**src/rtl/vsub16_seq.sv**
```systemverilog
// vsub16_seq: lane-serial signed vector subtractor, DiffV = Inval1 - Inval2.
// One shared WIDTH-bit subtractor walks LANES lanes, one lane per clock,
// after a start/done handshake.
//
// Handshake: start is sampled on every rising edge. It is accepted in IDLE,
// and also in the single DONE cycle, which allows back-to-back runs. It is
// ignored while busy is high. done is a one-cycle pulse that follows the
// edge that writes the last lane.
//
// Optional build macro VSUB_SAT_EN: when it is defined, an overflowing lane
// writes its saturated value instead of the wrapped difference.
module vsub16_seq #(
  parameter int LANES = 16,
  parameter int WIDTH = 16
) (
  input  logic                     clk,
  input  logic                     rst_n,
  input  logic                     start,
  input  logic [LANES*WIDTH-1:0]   Inval1,
  input  logic [LANES*WIDTH-1:0]   Inval2,
  output logic [LANES*WIDTH-1:0]   DiffV,
  output logic                     Overflw,
  output logic                     busy,
  output logic                     done,
  output logic [1:0]               state_dbg
);

  localparam int CW = (LANES > 1) ? $clog2(LANES) : 1;
  localparam logic [CW-1:0] LAST = CW'(LANES - 1);

  typedef enum logic [1:0] {
    IDLE = 2'd0,
    RUN  = 2'd1,
    DONE = 2'd2
  } state_t;

  state_t                   state;
  logic [CW-1:0]            cnt;
  logic [LANES*WIDTH-1:0]   a_reg;
  logic [LANES*WIDTH-1:0]   b_reg;

  logic [WIDTH-1:0]         lane_a;
  logic [WIDTH-1:0]         lane_b;
  logic [WIDTH-1:0]         lane_d;
  logic [WIDTH-1:0]         lane_res;
  logic                     lane_ov;

  assign state_dbg = state;

  // Shared subtractor on the lane selected by the counter, plus its overflow flag
  always_comb begin
    lane_a   = a_reg[cnt*WIDTH +: WIDTH];
    lane_b   = b_reg[cnt*WIDTH +: WIDTH];
    lane_d   = lane_a - lane_b;
    lane_ov  = (lane_a[WIDTH-1] != lane_b[WIDTH-1]) &&
               (lane_d[WIDTH-1] != lane_a[WIDTH-1]);
    lane_res = lane_d;
`ifdef VSUB_SAT_EN
    // On overflow, clamp towards the sign of the minuend
    if (lane_ov) begin
      lane_res = lane_a[WIDTH-1] ? {1'b1, {(WIDTH-1){1'b0}}}
                                 : {1'b0, {(WIDTH-1){1'b1}}};
    end
`endif
  end

  // Sequencer: capture on accept, one lane per RUN cycle, then one done pulse
  always_ff @(posedge clk or negedge rst_n) begin
    if (!rst_n) begin
      state   <= IDLE;
      cnt     <= '0;
      a_reg   <= '0;
      b_reg   <= '0;
      DiffV   <= '0;
      Overflw <= 1'b0;
      busy    <= 1'b0;
      done    <= 1'b0;
    end else begin
      case (state)
        IDLE, DONE: begin
          done <= 1'b0;
          if (start) begin
            a_reg   <= Inval1;
            b_reg   <= Inval2;
            DiffV   <= '0;
            Overflw <= 1'b0;
            cnt     <= '0;
            busy    <= 1'b1;
            state   <= RUN;
          end else begin
            state <= IDLE;
          end
        end
        RUN: begin
          DiffV[cnt*WIDTH +: WIDTH] <= lane_res;
          Overflw <= Overflw | lane_ov;
          if (cnt == LAST) begin
            // The counter parks on the last lane; the next accept clears it
            busy  <= 1'b0;
            done  <= 1'b1;
            state <= DONE;
          end else begin
            cnt <= cnt + 1'b1;
          end
        end
        default: begin
          state <= IDLE;
        end
      endcase
    end
  end

endmodule

```
**config.mk**
```make
export PLATFORM = sky130hd
export DESIGN_NAME = vsub16_seq
export DESIGN_NICKNAME = d
export VERILOG_FILES = /design/src/rtl/vsub16_seq.sv
export SDC_FILE = /design/constraint.sdc
export NUM_CORES = 2
export LEC_CHECK = 0
export ABC_AREA = 1
export CORE_ASPECT_RATIO = 0.6
export CORE_UTILIZATION = 44
export DETAILED_ROUTE_END_ITERATION = 8
export PLACE_DENSITY = 0.77
export SLEW_MARGIN = 5
export SYNTH_ARGS = -nofsm -noshare
export SYNTH_HDL_FRONTEND = slang
export SYNTH_SLANG_ARGS = --single-unit
```
**constraint.sdc**
```tcl
create_clock -name clk -period 4.5 [get_ports clk]
set_input_delay 0.675 -clock clk [delete_from_list [all_inputs] [get_ports clk]]
set_output_delay 0.675 -clock clk [all_outputs]
set_load 0.05 [all_outputs]
```
Word-level counts from Yosys, hierarchy flattened --
Index checks and enable logic that the tools add are counted.
Cells by class: add/sub/neg operators 3, multipliers 0, divide/modulo/power cells 0, order comparisons 0, eq/ne operators 8, shift operators 4, muxes and demuxes 16, bitwise logic cells 1, reductions and logical operators 9
Operator list (count):
- one-hot mux 256 bit (2 select lines) | 1
- indexed part select 256 x 9 -> 16 bit | 2
- bitwise mux 256 bit | 1
- two-way mux 256 bit | 1
- variable shift 16 x 34 -> 256 bit, first input constant | 1
- indexed part select 16 x 34 -> 256 bit | 1
- negation 8 -> 34 bit | 1
- subtractor 16 bit | 1
- two-way mux 4 bit | 2
- one-hot mux 4 bit (2 select lines) | 1
- != test 2 bit, second input constant | 3
- one-hot mux 1 bit (2 select lines) | 3
- AND reduction 2 bit | 3
- AND reduction 3 bit | 2
- two-way mux 1 bit | 5
- adder 4 x 1 -> 4 bit, second input constant | 1
- == test 4 bit, second input constant | 1
- one-hot mux 2 bit (2 select lines) | 1
- == test 2 x 1 -> 1 bit, second input constant | 1
- == test 2 bit, second input constant | 1
- logical NOT 2 bit | 1
- two-way mux 2 bit | 1
- != test 1 bit | 2
- nonzero test 2 bit | 1
- other kinds (3) | 3
Storage, ports and cells: flip-flop bits (word level) 777, bits in latches 0, memory bits (writable) 0, ROM bits 0, output and inout bits 261, logic and storage cells 49, memories kept 0

Depth between registers and ports, before layout --
word-level depth 6, mapped depth 25

Worst setup path after synthesis --
No wires, ideal clock.
kind register to register, from reg cnt[0], to reg DiffV[104], arrival 3313 ps, data required time 4434 ps, setup slack 1121 ps, stages on the path, launching flop included 25, period minus slack after synthesis 3379 ps, cells stage by stage dfrtp_1 -> inv_2 -> buf_2 -> buf_2 -> clkbuf_1 -> nand2_1 -> nand3_1 -> nand2_1 -> a21oi_1 -> nand3_1 -> nand2_1 -> ha_1 -> inv_1 -> fa_1 -> nand3_1 -> nand2_1 -> a21boi_1 -> o21ai_0 -> nand2_1 -> nand2_1 -> inv_1 -> nand2_1 -> nor2_1 -> nand2_1 -> nand2_1
On the way: longest elaborated chain between the ends 5, elaborated cells between the ends (all ways) 8, those cells by class add/sub: 2; shift: 4; mux: 2
RTL lines:
- from (decl) | RTL line 38 | logic [CW-1:0] cnt;
- from (signal assigned) | RTL line 103 | cnt <= cnt + 1'b1;
- indexed part select 256 x 9 -> 16 bit, on equally long branches | RTL line 52, 53
- subtractor 16 bit | RTL line 54 | lane_d = lane_a - lane_b;
- indexed part select 16 x 34 -> 256 bit | RTL line 95 | DiffV[cnt*WIDTH +: WIDTH] <= lane_res;
- bitwise mux 256 bit (*) | RTL line 95
- one-hot mux 256 bit (2 select lines) (*) | RTL line 79 | case (state)
- to (signal, indexed assignment) | RTL line 95
- to (decl) | RTL line 21 | output logic [LANES*WIDTH-1:0] DiffV,
Mark *: on every way between the ends. The rest lies on a longest branch, timed or not. A chain may end at the register's enable or synchronous reset.

Worst setup path after layout --
from reg cnt[0], to reg DiffV[46]
The elaborated chain is that of the path after synthesis.

==> results.yml <==
run_status:
  outcome: "finished clean"
sta:
  rsz0062_at_grt: "false"
  clock_skew_ns: 0.0266
  setup_violations: 0
  min_period_ns: 4.33
  max_slew.worst_pin.slew_ns: 1.09
  relSlewSlack_pct: 27.3
  finalHoldViolations: 0
  finalCritPeriodShare_pct: 96.3
  setup_ws_ns: 0.167
  finalMaxSlewViolations: 0
  fmax_mhz: 231
  tns_ns: 0
yosys:
  ys_seq_area_share_pct: 56.1
  yosys_warnings: 0
  syn_inst: 4372
  ys_ff_latch: 777
  synth_area_per_cell_um2: 7.93
  syn-num-nets: 4909
  yosysUniqueCellTypes: 41
  syn_area_mm2: 0.0347
detailed_routing:
  drt_iter0_markers: 4474
  drt-pass1-iter-count: 6
  totalWireLength_um: 134000
  vias_per_cell: 5.41
  drc: 0
  num_vias: 33500
  ant_nets: 0
  wl_per_cell_um: 21.7
critical_path:
  r2r_cells: 18
  cp-end-kind: "flip-flop"
  crit_top_cell: "nand2_1"
  r2r_slack_ns: 0.17
  arrival_ns: 4.89
  path_cells: "inv_6 > buf_12 > buf_4 > nand2_1 > nand3_1 > nand2_1 > a31oi_1 > a31oi_1 > ha_1 > nand2_1 > nor2_1 > nand4_1 > or2_2 > nand3_1 > nand2_1 > nor2_2 > nand3_1 > nand2_1"
  worstSetupStartpoint: "cnt[0]$_DFFE_PN0P_"
  critPathMaxStageDelay_ns: 0.58
  crit_slowest_cell: "dfrtp_4"
  rr_startpoint: "cnt[0]$_DFFE_PN0P_"
  crit_end: "DiffV[46]$_DFFE_PN0P_"
  path_class: "flip-flop to flip-flop"
  start_kind: "flip-flop"
  worstReg2RegEnd: "DiffV[46]$_DFFE_PN0P_"
  path_max_fanout: 30
  worstPathRequired_ns: 5.06
die:
  pin_count: 776
  start_util_pct: 44.6
  core_area_mm2: 0.0777
  rows: 79
  die_area_mm2: 0.0799
  die_h_um: 219
  die_w_um: 364
placed_design:
  hpwl_um: 97800
  dpl-instance-area_mm2: 0.0437
  place_congestion: 0.956
  numPortBuffers: 775
  pre_cts_slack_ns: 0.144
finish:
  drive_above_1_share_pct: 5.58
  final_common_cell: "nand2_1"
  stdcell_area_mm2: 0.0462
  fin_util_pct: 59.5
  finalNetCount: 5602
  final_cell_mix: "nand2_1 (2249), dfrtp_1 (774), clkdlybuf4s50_1 (774)"
  area_delta_synth_final_pct: 33.4
global_routing:
  grt_use_total_pct: 33.1
  grt_pass1_wl_um: 198000
  antenna_found_initial: 19
  grt_max_degree: 151
  globalRouteOverflowTotal: 0
  first_global_vias: 31700
clock_network:
  cts_buffers: 74
  cts.clk_slew.worst_paths_ns: 0.07
  clk_latency_ns: 0.63
  cts-root-buf: "clkbuf_16"
  cts_max_level: 3
  numClockSinks: 777
  tritoncts: "done"
  cts_buffer_depth: 3
pwr:
  max-vdd-ir-drop_uv: 887
  powerDensity_mw_per_mm2: 917
  finalPower_mw: 42.4
  power_leakage_nw: 22.5
worst_hold_path:
  hold_path_class: "primary input to asynchronous set/reset pin"
flow_run:
  cap_viol_max_count: 0
[cells in the mapped netlist]
cell	count	area, um2
nand2_1	2251	8450
dfrtp_1	777	19400
o21ai_0	322	1610
nand3_1	232	1160
inv_1	155	582
clkbuf_1	146	548
a21oi_1	108	541
buf_2	76	380
nor2_1	60	225
a31oi_1	49	307
o21ai_1	26	130
buf_1	22	82.6
ha_1	21	263
inv_2	21	78.8
nor2_2	20	125
nor2_4	12	135
a311oi_1	11	96.3
nand4_1	10	62.6
o211ai_1	8	60.1
or2_2	5	31.3
xor2_1	5	43.8
buf_4	4	30.0
a21o_1	3	22.5
and3_1	3	18.8
nor3_1	3	15.0
buf_6	2	22.5
clkinv_1	2	7.51
nor3_2	2	20.0
o21bai_1	2	15.0
o22ai_1	2	12.5
xnor2_1	2	17.5
a211o_1	1	8.76
a21boi_1	1	7.51
a32o_1	1	10.0
a32oi_1	1	8.76
and2_1	1	6.26
fa_1	1	20.0
inv_4	1	6.26
nand2_2	1	6.26
nand4_2	1	12.5
xor2_4	1	27.5
[layout make-up]
| class | count | area, um2 |
|---|---|---|
| sequential | 777 | 19400 |
| multi-input combinational | 3166 | 13500 |
| antenna | 22 | 55.1 |
| clock buffer | 108 | 2190 |
| clock inverter | 25 | 280 |
| tap | 1053 | 1320 |
| inverter | 179 | 687 |
| timing repair buffer | 867 | 8720 |
| fill | 6791 | 31500 |
[how the worst min path moves through the flow]
stage	from	to	slack, ns	cells past startpoint
after floorplan	rst_n	DiffV[0]$_DFFE_PN0P_	0.38	0
after global placement	DiffV[229]$_DFFE_PN0P_	DiffV[229]$_DFFE_PN0P_	0.45	2
after detailed placement	DiffV[73]$_DFFE_PN0P_	DiffV[73]$_DFFE_PN0P_	0.46	2
after CTS	rst_n	DiffV[235]$_DFFE_PN0P_	0.20	1
after global routing	rst_n	DiffV[47]$_DFFE_PN0P_	0.22	1
final	rst_n	DiffV[239]$_DFFE_PN0P_	0.17	1
[cell families (layout without fill, tap and decap cells)]
family | after synthesis | in the layout | share of synthesized area [%]
buf+inv | 429 | 1179 | 5.02
flops | 777 | 777 | 56.1
fa+ha+maj | 22 | 22 | 0.816
simple gates | 2601 | 2601 | 29.6
xor+xnor | 8 | 8 | 0.256
other cells | 0 | 22 | 0
compound gates | 535 | 535 | 8.17
[worst max-delay path, delay by kind of cell (launching register included)]
kind | cells | cell delay [ns]
fa+ha+maj | 1 | 0.44
flops | 1 | 0.58
simple gates | 12 | 1.92
buf+inv | 3 | 0.67
compound gates | 2 | 0.62
[report_power, final]
part           internal, mW  switching, mW  total [mW]
combinational          6.85           17.3        24.2
clock                  3.69           2.84        6.53
sequential             9.97           1.69        11.7
total                  20.5           21.9        42.4
[metal layers]
metal	track usage, %	wire length, um	up-vias
li1	-	-	15200
met1	47.6	57000	16100
met2	47.3	57100	1898
met3	9.59	14900	332
met4	12.1	5100	10
met5	0	69	-
[through the flow]
stage | hold WS, ns | instances
after floorplan | 0.379 | 4372
after global placement | 0.454 | 6042
after detailed placement | 0.462 | 6042
after CTS | 0.197 | 6175
after global routing | 0.218 | 6187
final | 0.172 | 6197
[repair_timing]
action | 4_1_cts | 5_1_grt
setup buffers | 0 | 0
setup endpoints to repair | 0 | 41
hold buffers | 0 | 0
gates resized for setup | 0 | 7
(Power assumes the default switching activity.)
